## config.mk

```make
export PLATFORM = sky130hd
export DESIGN_NAME = instr_fetch
export DESIGN_NICKNAME = d
export VERILOG_FILES = /design/src/rtl/instr_fetch.sv
export SDC_FILE = /design/constraint.sdc
export NUM_CORES = 1
export LEC_CHECK = 0
export CAP_MARGIN = 20
export CORE_MARGIN = 2
export CORE_UTILIZATION = 43
export CTS_CLUSTER_SIZE = 24
export DETAILED_ROUTE_END_ITERATION = 8
export PLACE_DENSITY = 0.76
export SYNTH_ARGS = -nofsm -noshare
export SYNTH_HDL_FRONTEND = slang
export SYNTH_SLANG_ARGS = --single-unit
export TNS_END_PERCENT = 5
```

## constraint.sdc

```tcl
create_clock -name clk -period 4.45 [get_ports clk]
set_input_delay 0.89 -clock clk [delete_from_list [all_inputs] [get_ports clk]]
set_output_delay 0.89 -clock clk [all_outputs]
set_load 0.005 [all_outputs]
```

## src/rtl/instr_fetch.sv

```systemverilog
// Instruction fetch: one imem read in flight, words queued in a flushable prefetch FIFO; 1-cycle ack-to-valid.
// Requests stall while FIFO occupancy plus in-flight read reaches DEPTH; the CPU throttles the drain with instr_ready.

module fifo #(
   parameter int W     = 64,
   parameter int DEPTH = 4
) (
   input  logic                     clk,
   input  logic                     reset_n,
   input  logic                     flush,
   input  logic                     push,
   input  logic [W-1:0]             push_dat,
   input  logic                     pop,
   output logic [W-1:0]             head_dat,
   output logic [$clog2(DEPTH):0]   count
);
   localparam int AW = $clog2(DEPTH);

   logic [W-1:0]  mem [DEPTH];
   logic [AW-1:0] wr_ptr;
   logic [AW-1:0] rd_ptr;

   always_ff @(posedge clk) begin
      if (push && !flush)
         mem[wr_ptr] <= push_dat;
   end

   // Caller guarantees push only with space and pop only when non-empty.
   always_ff @(posedge clk or negedge reset_n) begin
      if (!reset_n) begin
         wr_ptr <= '0;
         rd_ptr <= '0;
         count  <= '0;
      end else if (flush) begin
         wr_ptr <= '0;
         rd_ptr <= '0;
         count  <= '0;
      end else begin
         if (push) wr_ptr <= wr_ptr + 1'b1;
         if (pop)  rd_ptr <= rd_ptr + 1'b1;
         count <= count + (AW+1)'(push) - (AW+1)'(pop);
      end
   end

   assign head_dat = mem[rd_ptr];
endmodule

module instr_fetch #(
   parameter int          DEPTH    = 4,
   parameter logic [31:0] RESET_PC = 32'h0000_0000
) (
   input  logic                    clk,
   input  logic                    reset_n,
   output logic                    imem_req,
   output logic [31:0]             imem_addr,
   input  logic                    imem_ack,
   input  logic [31:0]             imem_data,
   output logic [31:0]             instruction,
   output logic [31:0]             instr_pc,
   output logic                    instr_valid,
   input  logic                    instr_ready,
   input  logic                    redirect,
   input  logic [31:0]             redirect_pc,
   output logic [$clog2(DEPTH):0]  fifo_count
);
   localparam int             CW      = $clog2(DEPTH) + 1;
   localparam logic [CW-1:0]  DEPTH_C = CW'(DEPTH);

   typedef enum logic {IDLE, REQ} state_t;

   typedef struct packed {
      logic [31:0] pc;
      logic [31:0] word;
   } fetch_ent_t;

   state_t      state;
   logic [31:0] fetch_pc;
   logic [31:0] fetch_pc_nxt;
   logic        discard;
   logic        ack_fire;
   logic        push;
   logic        pop;
   logic [CW-1:0] count_nxt;
   fetch_ent_t  push_ent;
   fetch_ent_t  head_ent;
   logic        unused_rpc_lsb;

   assign unused_rpc_lsb = ^redirect_pc[1:0];

   // Redirect wins over both push and pop in the same cycle.
   assign ack_fire    = (state == REQ) && imem_ack;
   assign push        = ack_fire && !discard && !redirect;
   assign instr_valid = (fifo_count != '0);
   assign pop         = instr_valid && instr_ready && !redirect;
   assign count_nxt   = redirect ? '0 : fifo_count + CW'(push) - CW'(pop);
   assign push_ent    = '{pc: imem_addr, word: imem_data};

   always_comb begin
      fetch_pc_nxt = fetch_pc;
      if (redirect)
         fetch_pc_nxt = {redirect_pc[31:2], 2'b00};
      else if (push)
         fetch_pc_nxt = fetch_pc + 32'd4;
   end

   fifo #(.W($bits(fetch_ent_t)), .DEPTH(DEPTH)) u_fifo (
      .clk      (clk),
      .reset_n  (reset_n),
      .flush    (redirect),
      .push     (push),
      .push_dat (push_ent),
      .pop      (pop),
      .head_dat (head_ent),
      .count    (fifo_count)
   );

   // A started read is never aborted; a redirect under it only marks the reply for dropping.
   always_ff @(posedge clk or negedge reset_n) begin
      if (!reset_n) begin
         state     <= IDLE;
         imem_req  <= 1'b0;
         imem_addr <= RESET_PC;
         fetch_pc  <= RESET_PC;
         discard   <= 1'b0;
      end else begin
         fetch_pc <= fetch_pc_nxt;
         case (state)
            IDLE: begin
               if (count_nxt < DEPTH_C) begin
                  state     <= REQ;
                  imem_req  <= 1'b1;
                  imem_addr <= fetch_pc_nxt;
               end
            end
            REQ: begin
               if (imem_ack) begin
                  discard <= 1'b0;
                  if (count_nxt < DEPTH_C) begin
                     imem_addr <= fetch_pc_nxt;
                  end else begin
                     state    <= IDLE;
                     imem_req <= 1'b0;
                  end
               end else if (redirect) begin
                  discard <= 1'b1;
               end
            end
         endcase
      end
   end

   assign instruction = instr_valid ? head_ent.word : 32'h0;
   assign instr_pc    = instr_valid ? head_ent.pc   : 32'h0;
endmodule
```

==> metrics.cfg <==
[status]
status=completed

[global_routing]
grt_max_degree=75
antenna_found_initial=0
overflow=0
grt_pass1_wl_um=43600
grtUsageTotal_pct=17.3
first_global_vias=7520

[floorplan]
dieArea_um2=32500
core_area_um2=30600
rows=64
io_pins=170
initial_core_util_pct=43.6
die_y_um=180
die_w_um=180

[sta]
clock_skew_ns=0.0210
max_slew_margin_pct=36.0
setup_violations=0
fin_setup_tns_ns=0
fmax_ghz=0.274
period_minus_slack_ns=3.64
worst-slew-pin-transition_ns=0.959
period_share_pct=81.9
hold_viol_final=0
grt_setup_unrepaired=no
drv_slew=0

[drt]
initialDrtViolationCount=421
dr.pass1.iters=5
route.antenna.remaining_nets=0
viasPerCell=5.21
drcViolationCount=0
routed_wl_um=27900
wl_per_cell_um=20.2
vias=7188

[critical_path]
critPathLaunchType=flip-flop
cp_cell_sequence=buf_4 > mux4_2 > and2_1 > clkdlybuf4s50_1
slowest_delay_ns=0.75
cp_num_buf_inv=2
end_kind=output pin
path_class=reg -> out
r2r_slack_ns=1.11
arrival_ns=2.75
cp_slowest_cell=dfrtp_4
critical_path.max_fanout=23
required_ns=3.56
crit_family=buffers and inverters

[synth]
synth_area_um2=13300
syn_inst=769
synth_edf_count=256
ys_seq_area_share_pct=71.5
synthArstFlopShare_pct=22.4
syn_area_per_cell_um2=17.4
yosysWarningCount=0
synth_cell_types=49
synth_nets=846
synth_flop_cell=edfxtp_1
ys_seq_elements=330

[clocking]
cts_resized=0
clk_path_buf_depth=3
cts_setup_buffers=0
holdBufCountCts=0
clk_pin_slew_ns=0.05
clock_sinks=330
cts-htree-levels=2
cts_tree=done
cts_made_buffers=36
insertion_delay_ns=0.51
cts-root-buf=clkbuf_16

[final_layout]
n_antenna_cell=0
final_util_pct=54.6
fill_cells=2442
final_nets=1033
synthToLayoutAreaGrowth_pct=25.1
layout-drive-gt1-share_pct=17.8

[place]
gp_congestion=0.778
io_buffers=167
hpwl_um=17200

[power_and_ir_drop]
p_leak_nw=5.76
cellPowerDensity_nw_per_um2=576
peakVddDrop_uv=274

[hold_path]
hp-class=in -> async

[flow_run]
max_cap_violations=0

==> layout by cell type (no fill, tap or decap), drive strengths merged, types with 3 or more instances in the layout <==
master,Yosys,routed
a21oi,14,14
a32oi,4,4
and2,70,70
and3,10,10
and4,3,3
buf,16,22
clkbuf,22,48
clkdlybuf4s50,0,165
clkinv,0,10
clkinvlp,0,4
dfrtp,74,74
edfxtp,256,256
ha,7,7
inv,24,27
mux2,15,15
mux2i,15,15
mux4,64,64
nand2,31,31
nand3,14,14
nand4,4,4
nor2,22,22
nor2b,11,11
nor3,16,16
nor4,6,6
o21ai,22,22
o31ai,5,5
xnor2,17,17
xor2,10,10
==> metal layers <==
metal	track usage [%]	vias to the layer above	wire length, um
li1	-	3319	-
met1	23.2	3651	12300
met2	29.3	182	13900
met3	2.91	36	1200
met4	4.87	0	529
met5	0	-	0
==> synthesized netlist by cell type, types with 3 or more instances <==
cell type	instances	area [um^2]
a21oi_1	14	70.1
a32oi_1	4	35.0
and2_1	70	438
and3_1	10	62.6
and4_1	3	26.3
buf_1	8	30.0
buf_2	7	35.0
clkbuf_1	22	82.6
dfrtp_1	74	1850
edfxtp_1	256	7690
ha_1	7	87.6
inv_1	24	90.1
mux2_2	15	169
mux2i_1	15	150
mux4_2	64	1440
nand2_1	31	116
nand3_1	13	65.1
nand4_1	4	25.0
nor2_1	22	82.6
nor2b_1	11	68.8
nor3_1	12	60.1
nor3_2	4	40.0
nor4_1	5	31.3
o21ai_0	10	50.1
o21ai_1	11	55.1
o31ai_1	5	37.5
xnor2_1	17	149
xor2_1	10	87.6
==> logic make-up (layout without fill, tap and decap cells) <==
family                   count (synthesis)  count (layout)  share of synthesized area [%]
flip-flops                             330             330                           71.5
AND/OR/NAND/NOR                        195             195                           8.36
multiplexers                            94              94                           13.2
buffers and inverters                   62             277                           1.87
AO/OA/AOI/OAI                           52              52                           2.34
XOR/XNOR                                28              28                           1.94
adder cells (fa/ha/maj)                  8               8                          0.806
==> area by class of cell <==
type	count	area [um^2]	area share, %
sequential	330	9550	57.2
timing repair buffer	187	1840	11.0
tap	396	495	2.97
clock inverter	18	135	0.810
clock buffer	48	1000	6.02
multi-input combinational	377	3580	21.4
inverter	24	90.1	0.540
==> through the flow <==
step	cell area, um^2	setup WS (ns)	std cells	hold slack (ns)	power (mW)
6_report	16700	0.807	1380	0.525	9.62
5_1_grt	16700	0.634	1380	0.545	10.1
4_1_cts	16700	0.720	1380	0.541	9.77
3_5_place_dp	15500	0.643	1314	0.531	6.93
3_3_place_gp	15500	0.698	1314	0.503	6.86
2_1_floorplan	13300	0.599	769	0.472	5.43
==> path summary, 6_finish.rpt <==
path	from	end	cells past startpoint
worst min register to register	fetch_pc[0]	fetch_pc[0]	1
min in group clk	fetch_pc[0]	fetch_pc[0]	1
worst min-delay path	reset_n	fetch_pc[26]	1
worst max register to register	u_fifo.count[1]	imem_addr[8]	12
max in group asynchronous	reset_n	u_fifo.rd_ptr[0]	1
worst max-delay path	u_fifo.rd_ptr[0]	instr_pc[10]	4
==> state kept, by name, summed over array words and instances (netlist names) <==
signal,count
u_fifo.rd_ptr,2
u_fifo.mem,256
state,1
discard,1
fetch_pc,32
imem_addr,32
imem_req,1
u_fifo.count,3
u_fifo.wr_ptr,2
==> report_power, final <==
part           total, mW  switching (mW)  internal, mW
logic               2.56            1.04          1.53
registers           4.24           0.398          3.84
clock network       2.82            1.16          1.66
Note: power is estimated with default switching activity, not from simulation.
